### src/rtl/change_dispenser.sv
`default_nettype none
// ============================================================================
//  Module      : change_dispenser
//  Description : Greedy dime/nickel(/penny) payout to a coin hopper over a
//                valid/ready handshake, with saturating hopper inventory.
//                Optional macro PENNY_CHANGE_EN adds penny change.
//  Revision    : 1.0 - initial release
// ============================================================================
module change_dispenser #(
    parameter int               AMT_W       = 8,
    parameter int               CNT_W       = 8,
    parameter logic [CNT_W-1:0] NICKEL_INIT = CNT_W'(20),
    parameter logic [CNT_W-1:0] DIME_INIT   = CNT_W'(20)
`ifdef PENNY_CHANGE_EN
    ,
    parameter logic [CNT_W-1:0] PENNY_INIT  = CNT_W'(50)
`endif
) (
    input  logic             clk,
    input  logic             rst_n,
    input  logic             req,
    input  logic [AMT_W-1:0] amount,
    output logic             busy,
    output logic [1:0]       coin,
    output logic             coin_valid,
    input  logic             coin_ready,
    output logic             done,
    output logic             short,
    output logic [AMT_W-1:0] residual,
    input  logic             restock_n,
    input  logic             restock_d,
    output logic [CNT_W-1:0] nickels,
    output logic [CNT_W-1:0] dimes
`ifdef PENNY_CHANGE_EN
    ,
    input  logic             restock_p,
    output logic [CNT_W-1:0] pennies
`endif
);

    typedef enum logic [1:0] {
        IDLE   = 2'd0,
        SELECT = 2'd1,
        OFFER  = 2'd2,
        FINISH = 2'd3
    } state_t;

    localparam logic [1:0] C_PENNY  = 2'd0;
    localparam logic [1:0] C_NICKEL = 2'd1;
    localparam logic [1:0] C_DIME   = 2'd2;

    state_t           r_state;
    logic [AMT_W-1:0] r_rem;
    logic [AMT_W-1:0] w_coin_val;
    logic             w_xfer;
    logic             w_take_n;
    logic             w_take_d;

    assign w_xfer   = coin_valid & coin_ready;
    assign w_take_n = w_xfer && (coin == C_NICKEL);
    assign w_take_d = w_xfer && (coin == C_DIME);

    always_comb begin
        w_coin_val = AMT_W'(1);
        case (coin)
            C_NICKEL: w_coin_val = AMT_W'(5);
            C_DIME:   w_coin_val = AMT_W'(10);
            default:  w_coin_val = AMT_W'(1);
        endcase
    end

    // Simultaneous restock and payout of one denomination cancel out.
    function automatic logic [CNT_W-1:0] f_next(input logic [CNT_W-1:0] cnt,
                                                input logic add, input logic sub);
        if (add && !sub)
            return (&cnt) ? cnt : cnt + CNT_W'(1);
        if (sub && !add)
            return cnt - CNT_W'(1);
        return cnt;
    endfunction

    always_ff @(posedge clk or negedge rst_n) begin
        if (!rst_n) begin
            nickels <= NICKEL_INIT;
            dimes   <= DIME_INIT;
        end else begin
            nickels <= f_next(nickels, restock_n, w_take_n);
            dimes   <= f_next(dimes, restock_d, w_take_d);
        end
    end

`ifdef PENNY_CHANGE_EN
    logic w_take_p;
    assign w_take_p = w_xfer && (coin == C_PENNY);

    always_ff @(posedge clk or negedge rst_n) begin
        if (!rst_n)
            pennies <= PENNY_INIT;
        else
            pennies <= f_next(pennies, restock_p, w_take_p);
    end
`endif

    always_ff @(posedge clk or negedge rst_n) begin
        if (!rst_n) begin
            r_state    <= IDLE;
            r_rem      <= '0;
            busy       <= 1'b0;
            coin       <= C_PENNY;
            coin_valid <= 1'b0;
            done       <= 1'b0;
            short      <= 1'b0;
            residual   <= '0;
        end else begin
            done <= 1'b0;
            case (r_state)
                IDLE: begin
                    if (req) begin
                        r_rem   <= amount;
                        busy    <= 1'b1;
                        r_state <= SELECT;
                    end
                end
                SELECT: begin
                    if (r_rem >= AMT_W'(10) && dimes != '0) begin
                        coin       <= C_DIME;
                        coin_valid <= 1'b1;
                        r_state    <= OFFER;
                    end else if (r_rem >= AMT_W'(5) && nickels != '0) begin
                        coin       <= C_NICKEL;
                        coin_valid <= 1'b1;
                        r_state    <= OFFER;
`ifdef PENNY_CHANGE_EN
                    end else if (r_rem != '0 && pennies != '0) begin
                        coin       <= C_PENNY;
                        coin_valid <= 1'b1;
                        r_state    <= OFFER;
`endif
                    end else begin
                        done     <= 1'b1;
                        residual <= r_rem;
                        short    <= (r_rem != '0);
                        r_state  <= FINISH;
                    end
                end
                OFFER: begin
                    if (coin_ready) begin
                        coin_valid <= 1'b0;
                        r_rem      <= r_rem - w_coin_val;
                        r_state    <= SELECT;
                    end
                end
                FINISH: begin
                    busy    <= 1'b0;
                    r_state <= IDLE;
                end
                default: r_state <= IDLE;
            endcase
        end
    end

endmodule
`default_nettype wire
### config.mk
export PLATFORM = sky130hd
export DESIGN_NAME = change_dispenser
export DESIGN_NICKNAME = d
export VERILOG_FILES = /design/src/rtl/change_dispenser.sv
export SDC_FILE = /design/constraint.sdc
export NUM_CORES = 1
export LEC_CHECK = 0
export ABC_CLOCK_PERIOD_IN_PS = 7050
export CORE_MARGIN = 2
export CORE_UTILIZATION = 57
export CTS_CLUSTER_SIZE = 30
export DETAILED_ROUTE_END_ITERATION = 16
export GPL_ROUTABILITY_DRIVEN = 0
export PLACE_DENSITY = 0.95
export SLEW_MARGIN = 20
export SYNTH_ARGS = -nofsm -noshare
export SYNTH_HDL_FRONTEND = slang
export SYNTH_SLANG_ARGS = --single-unit
### constraint.sdc
create_clock -name clk -period 7.05 [get_ports clk]
set_clock_uncertainty 0.2 [all_clocks]
set_input_delay 1.41 -clock clk [delete_from_list [all_inputs] [get_ports clk]]
set_output_delay 1.41 -clock clk [all_outputs]
set_load 0.05 [all_outputs]
## Yosys cells after proc, flatten, opt, wreduce, memory -nomap -nowiden

Cells that the tools add are included.

- Order comparisons: 2
- $add $sub $neg: 5
- Multiplexer cells: 36
- Equality and inequality tests: 8
- Reduce and logical (&&, ||, !) cells: 30
- Bitwise operators: 3

Operators by type and width:

| operator | number |
|---|---|
| $mux W8 | 12 |
| $reduce_bool A8 Y1 | 3 |
| $add A8 B1 Y8 const B | 2 |
| $pmux W8 S2 | 1 |
| $reduce_and A8 Y1 | 2 |
| $sub A8 B1 Y8 const B | 2 |
| $mux W1 | 15 |
| $reduce_bool A2 Y1 | 6 |
| $reduce_and A3 Y1 | 3 |
| $ge A8 B3 Y1 const B | 1 |
| $ge A8 B4 Y1 const B | 1 |
| $logic_and A1 B1 Y1 | 8 |
| $mux W2 | 4 |
| $pmux W2 S4 | 1 |
| $pmux W4 S2 | 1 |
| $sub A8 B4 Y8 | 1 |
| $eq A2 B2 Y1 const B | 3 |
| $reduce_and A2 Y1 | 3 |
| $eq A2 B1 Y1 const B | 2 |
| $logic_not A1 Y1 | 4 |
| $ne A2 B2 Y1 const B | 2 |
| $pmux W1 S2 | 2 |
| $ne A3 B3 Y1 const B | 1 |
| $logic_not A2 Y1 | 1 |
| other kinds (2) | 3 |

- Output and inout port bits: 30
- Logic and storage cells: 94
- Bits in registers: 40

## Depth between registers and ports, before layout

- Depth after elaboration: 8
- Gate-level depth with buffers: 10

## Worst setup path before layout

Ideal clock, no wire load.

- Path type: input -> register
- Start: in coin_ready
- End: reg nickels[7]
- Arrival: 3017 ps
- Cell stages on the path: 10
- Required time: 6702 ps
- Setup slack: 3685 ps
- Cell sequence: nand2_1 -> or2_2 -> inv_1 -> ha_1 -> clkbuf_1 -> inv_1 -> nand3_1 -> or4_1 -> nand3_1 -> o31ai_1

- Cells in the longest elaborated chain, start to end: 6
- Elaborated cells on any way between the ends: 12
- Those cells by class: mux (6); bitwise (1); reduce/logical (5)

RTL lines:

| item | RTL line | source |
|---|---|---|
| start: declaration | 26 | `input logic coin_ready,` |
| $and A1 B1 Y1 (*) | 59 | `assign w_xfer = coin_valid & coin_ready;` |
| $logic_and A1 B1 Y1 (*) | 60 | `assign w_take_n = w_xfer && (coin == C_NICKEL);` |
| $logic_and A1 B1 Y1 / $logic_not A1 Y1 (equally long branches) | 77, 75 |  |
| $mux W8, or another cell as far along | 77 | `if (sub && !add)` |
| $mux W8, or another cell as far along | 79 | `return cnt;` |
| $mux W8 / $reduce_bool A2 Y1 (equally long branches) | - |  |
| end signal: assignment | 87 | `nickels <= f_next(nickels, restock_n, w_take_n);` |
| end: declaration | 32 | `output logic [CNT_W-1:0] nickels,` |

Mark *: on every way between the ends. The rest lies on a longest branch, timed or not. The select of a mux whose other input is x is not followed.
A chain may end at the register's enable or synchronous reset.

## Final worst setup path

- Start: in coin_ready
- End: reg dimes[6]

- Cells in the longest elaborated chain, start to end: 6
- Elaborated cells on any way between the ends: 12
- Those cells by class: mux (6); bitwise (1); reduce/logical (5)

RTL lines:

| item | RTL line | source |
|---|---|---|
| $and A1 B1 Y1 (*) | 59 |  |
| $logic_and A1 B1 Y1 (*) | 61 | `assign w_take_d = w_xfer && (coin == C_DIME);` |
| $logic_and A1 B1 Y1 / $logic_not A1 Y1 (equally long branches) | 77, 75 |  |
| $mux W8, or another cell as far along | 77 |  |
| $mux W8, or another cell as far along | 79 |  |
| $mux W8 / $reduce_bool A2 Y1 (equally long branches) | - |  |
| end signal: assignment | 88 | `dimes <= f_next(dimes, restock_d, w_take_d);` |
| end: declaration | 33 | `output logic [CNT_W-1:0] dimes` |

Marks and branches as above.

==> results.toml <==
[logic_synthesis]
ys_warn_count = 0
yosysMostFrequentCell = "dfrtp_1"
synth_top_area_cell = "dfrtp_1"
synth_fa_ha_area_share_pct = 7.72
ys_types = 50
synth.area.top_cells = "dfrtp_1 36%, ha_1 6.9%, mux2_4 4.8%"
netlist_area_mm2 = 0.00253
synthMuxAreaShare_pct = 6.04
yosysSeqAreaShare_pct = 39.8
synth_compound_area_share_pct = 19.1
synthesis.instances = 278
syn_avg_cell_area_um2 = 9.09
synth_top_area_share_pct = 35.6
synth_edf_count = 0
synth-seq-cells = 40
yosys-top-cells-count = "36 x dfrtp_1, 25 x nor2_1, 24 x nand2_1"
synth_ff_type = "dfrtp_1"
synth_xor_xnor_area_share_pct = 2.43
synth_top_family_by_area = "simple AND/OR/NAND/NOR gates"
async_flop_share_pct = 100
synth-simple-area-share_pct = 20.6
synth_nets = 307

[global_route]
antenna_found_initial = 0
overflow = 0
grt_pass1_vias = 2070
track_usage_pct = 24.1
grt_pass1_wl_um = 9680
grt_max_degree = 41

[final_layout]
final_util_pct = 70.5
drive_above_1_share_pct = 8.52
fill_cells = 343
nets = 345
num_antenna_cells = 0
finalInstanceArea_mm2 = 0.00305
fin_cells = 369
syn_to_final_growth_pct = 20.6

[detailed_routing]
routedWlPerCell_um = 15.5
drt_wl_total_um = 5710
drtIter0Drc = 193
drc = 0
vias = 2304
viasPerCell = 6.24
dr.pass1.iters = 5
drtAntennaViolNets = 0

[clocking]
postCtsHoldBufs = 0
cts_made_buffers = 5
clkTransAtPathRegs_ps = 80
h-tree-depth = 2
cts.sinks = 40
clk_latency_ps = 290
root_buffer = "clkbuf_8"
postCtsSetupRepairBufs = 0
cts_max_path_buffers = 2
cts_tree = "built"
cts_resized = 0

[timing]
final.setup.tns_ps = 0
max_freq_mhz = 256
relSlewSlack_pct = 27.2
worstMarginPinSlew_ps = 1090
min_period_ps = 3900
fin_hold_ws_ps = 295
hold_viol = 0
setup_viol = 0
finalMaxSlewViolations = 0
rsz0062_at_grt = "false"
period_share_pct = 55.4

[hold_path]
hold_depth = 1
hold_path.class = "flop to flop"

[placed_design]
placed_area_mm2 = 0.00296
hpwl_um = 4030
dp.cells = 361
port_buffers = 43

[power_and_ir_drop]
p_int_w = 0.000715
powerDensity_mw_per_mm2 = 481
p_seq_share_pct = 32.4
p_clk_share_pct = 10.2
switching_share_pct = 51.2
comb_power_share_pct = 57.4
leakage_nw = 1.28
p_sw_w = 0.000750
vdd_drop_max_v = 0.000309

[critical_path]
start_kind = "input port"
cp_max_fo = 9
end_kind = "flop"
cp.arrival_ps = 3870
critical_path_class = "input port to flop"
r2r_cells = 9
cp.required_ps = 7020

[die]
die_x_um = 70.6
rows = 24
coreArea_mm2 = 0.00432
design.die.area_mm2 = 0.00498
start_util_pct = 58.4
pin_count = 44
die-height_um = 70.6

[status]
status = "finished clean"

[run]
cap_violations = 0
-- state kept, by name, indices dropped and copies added (netlist names) --
register    count
busy            1
coin_valid      1
done            1
r_state         2
coin            2
r_rem           8
dimes           8
short           1
nickels         8
residual        8
-- logic make-up after synthesis --
group,after synthesis
buffers and inverters,26
adder cells (fa/ha/maj),15
AO/OA/AOI/OAI,79
multiplexers,11
flip-flops,40
XOR/XNOR,7
AND/OR/NAND/NOR,100
-- layout by cell type, fill, tap and decap left out, drive strengths merged, types with 4 or more instances in the layout --
master         count
and3               4
nand4              5
clkbuf             6
nor2              25
o21ai             26
clkdlybuf4s50     42
mux2              10
xnor2              6
a21oi             22
nand3              7
nand2             24
nor3               8
a31oi              6
inv               14
o31ai              4
ha                14
nor2b              4
dfstp              4
dfrtp             36
nor4               4
nand2b             7
-- worst paths after layout --
path | slack (ps) | endpoint | startpoint
worst max-delay path | 3150 | dimes[6] | coin_ready
max in group asynchronous | 5080 | dimes[0] | rst_n
worst min-delay path | 290 | residual[0] | residual[0]
min in group asynchronous | 1030 | residual[7] | rst_n
worst min register to register | 290 | residual[0] | residual[0]
worst max register to register | 4150 | dimes[6] | coin[0]
-- power groups by stage --
stage,clock network [W],registers [W],logic (W)
after detailed placement,0,0.000472,0.000829
final,0.000149,0.000475,0.000841
after CTS,0.000150,0.000470,0.000840
after floorplan,0,0.000646,0.000414
after global routing,0.000162,0.000492,0.000911
after global placement,0,0.000465,0.000809
-- layer usage --
layer / routed length (um) / global-route usage [%] / share of wire (%)
met1: 2520 / 33.7 / 44
met2: 2670 / 37.6 / 47
met3: 371 / 3.85 / 6.5
met4: 150 / 10.7 / 2.6
met5: 0 / 0 / 0
-- layout make-up --
cell class / instances / area [um^2] / area share, %
clock buffers: 6 / 72.6 / 2.38
clock inverters: 2 / 12.5 / 0.411
inverters: 14 / 52.6 / 1.72
multi-input cells: 212 / 1410 / 46.4
flip-flops and latches: 40 / 1010 / 33.0
well taps: 52 / 65.1 / 2.13
repair buffers: 43 / 425 / 14.0
-- critical path, cell delays in order --
cell and delay [ps]:
clkdlybuf4s50_1 520, nand2_1 90, or2_2 310, inv_1 60
ha_1 150, nor2b_1 450, nand3_1 240, o32a_1 330
o21ai_0 200, o31ai_1 110
-- per-stage QoR --
stage                     worst slack [ps]  power, W
after detailed placement              2870   0.00130
after global routing                  2920   0.00157
after floorplan                       3680   0.00106
after CTS                             3170   0.00146
after global placement                3070   0.00127
final                                 3150   0.00146
(Power assumes the default switching activity.)
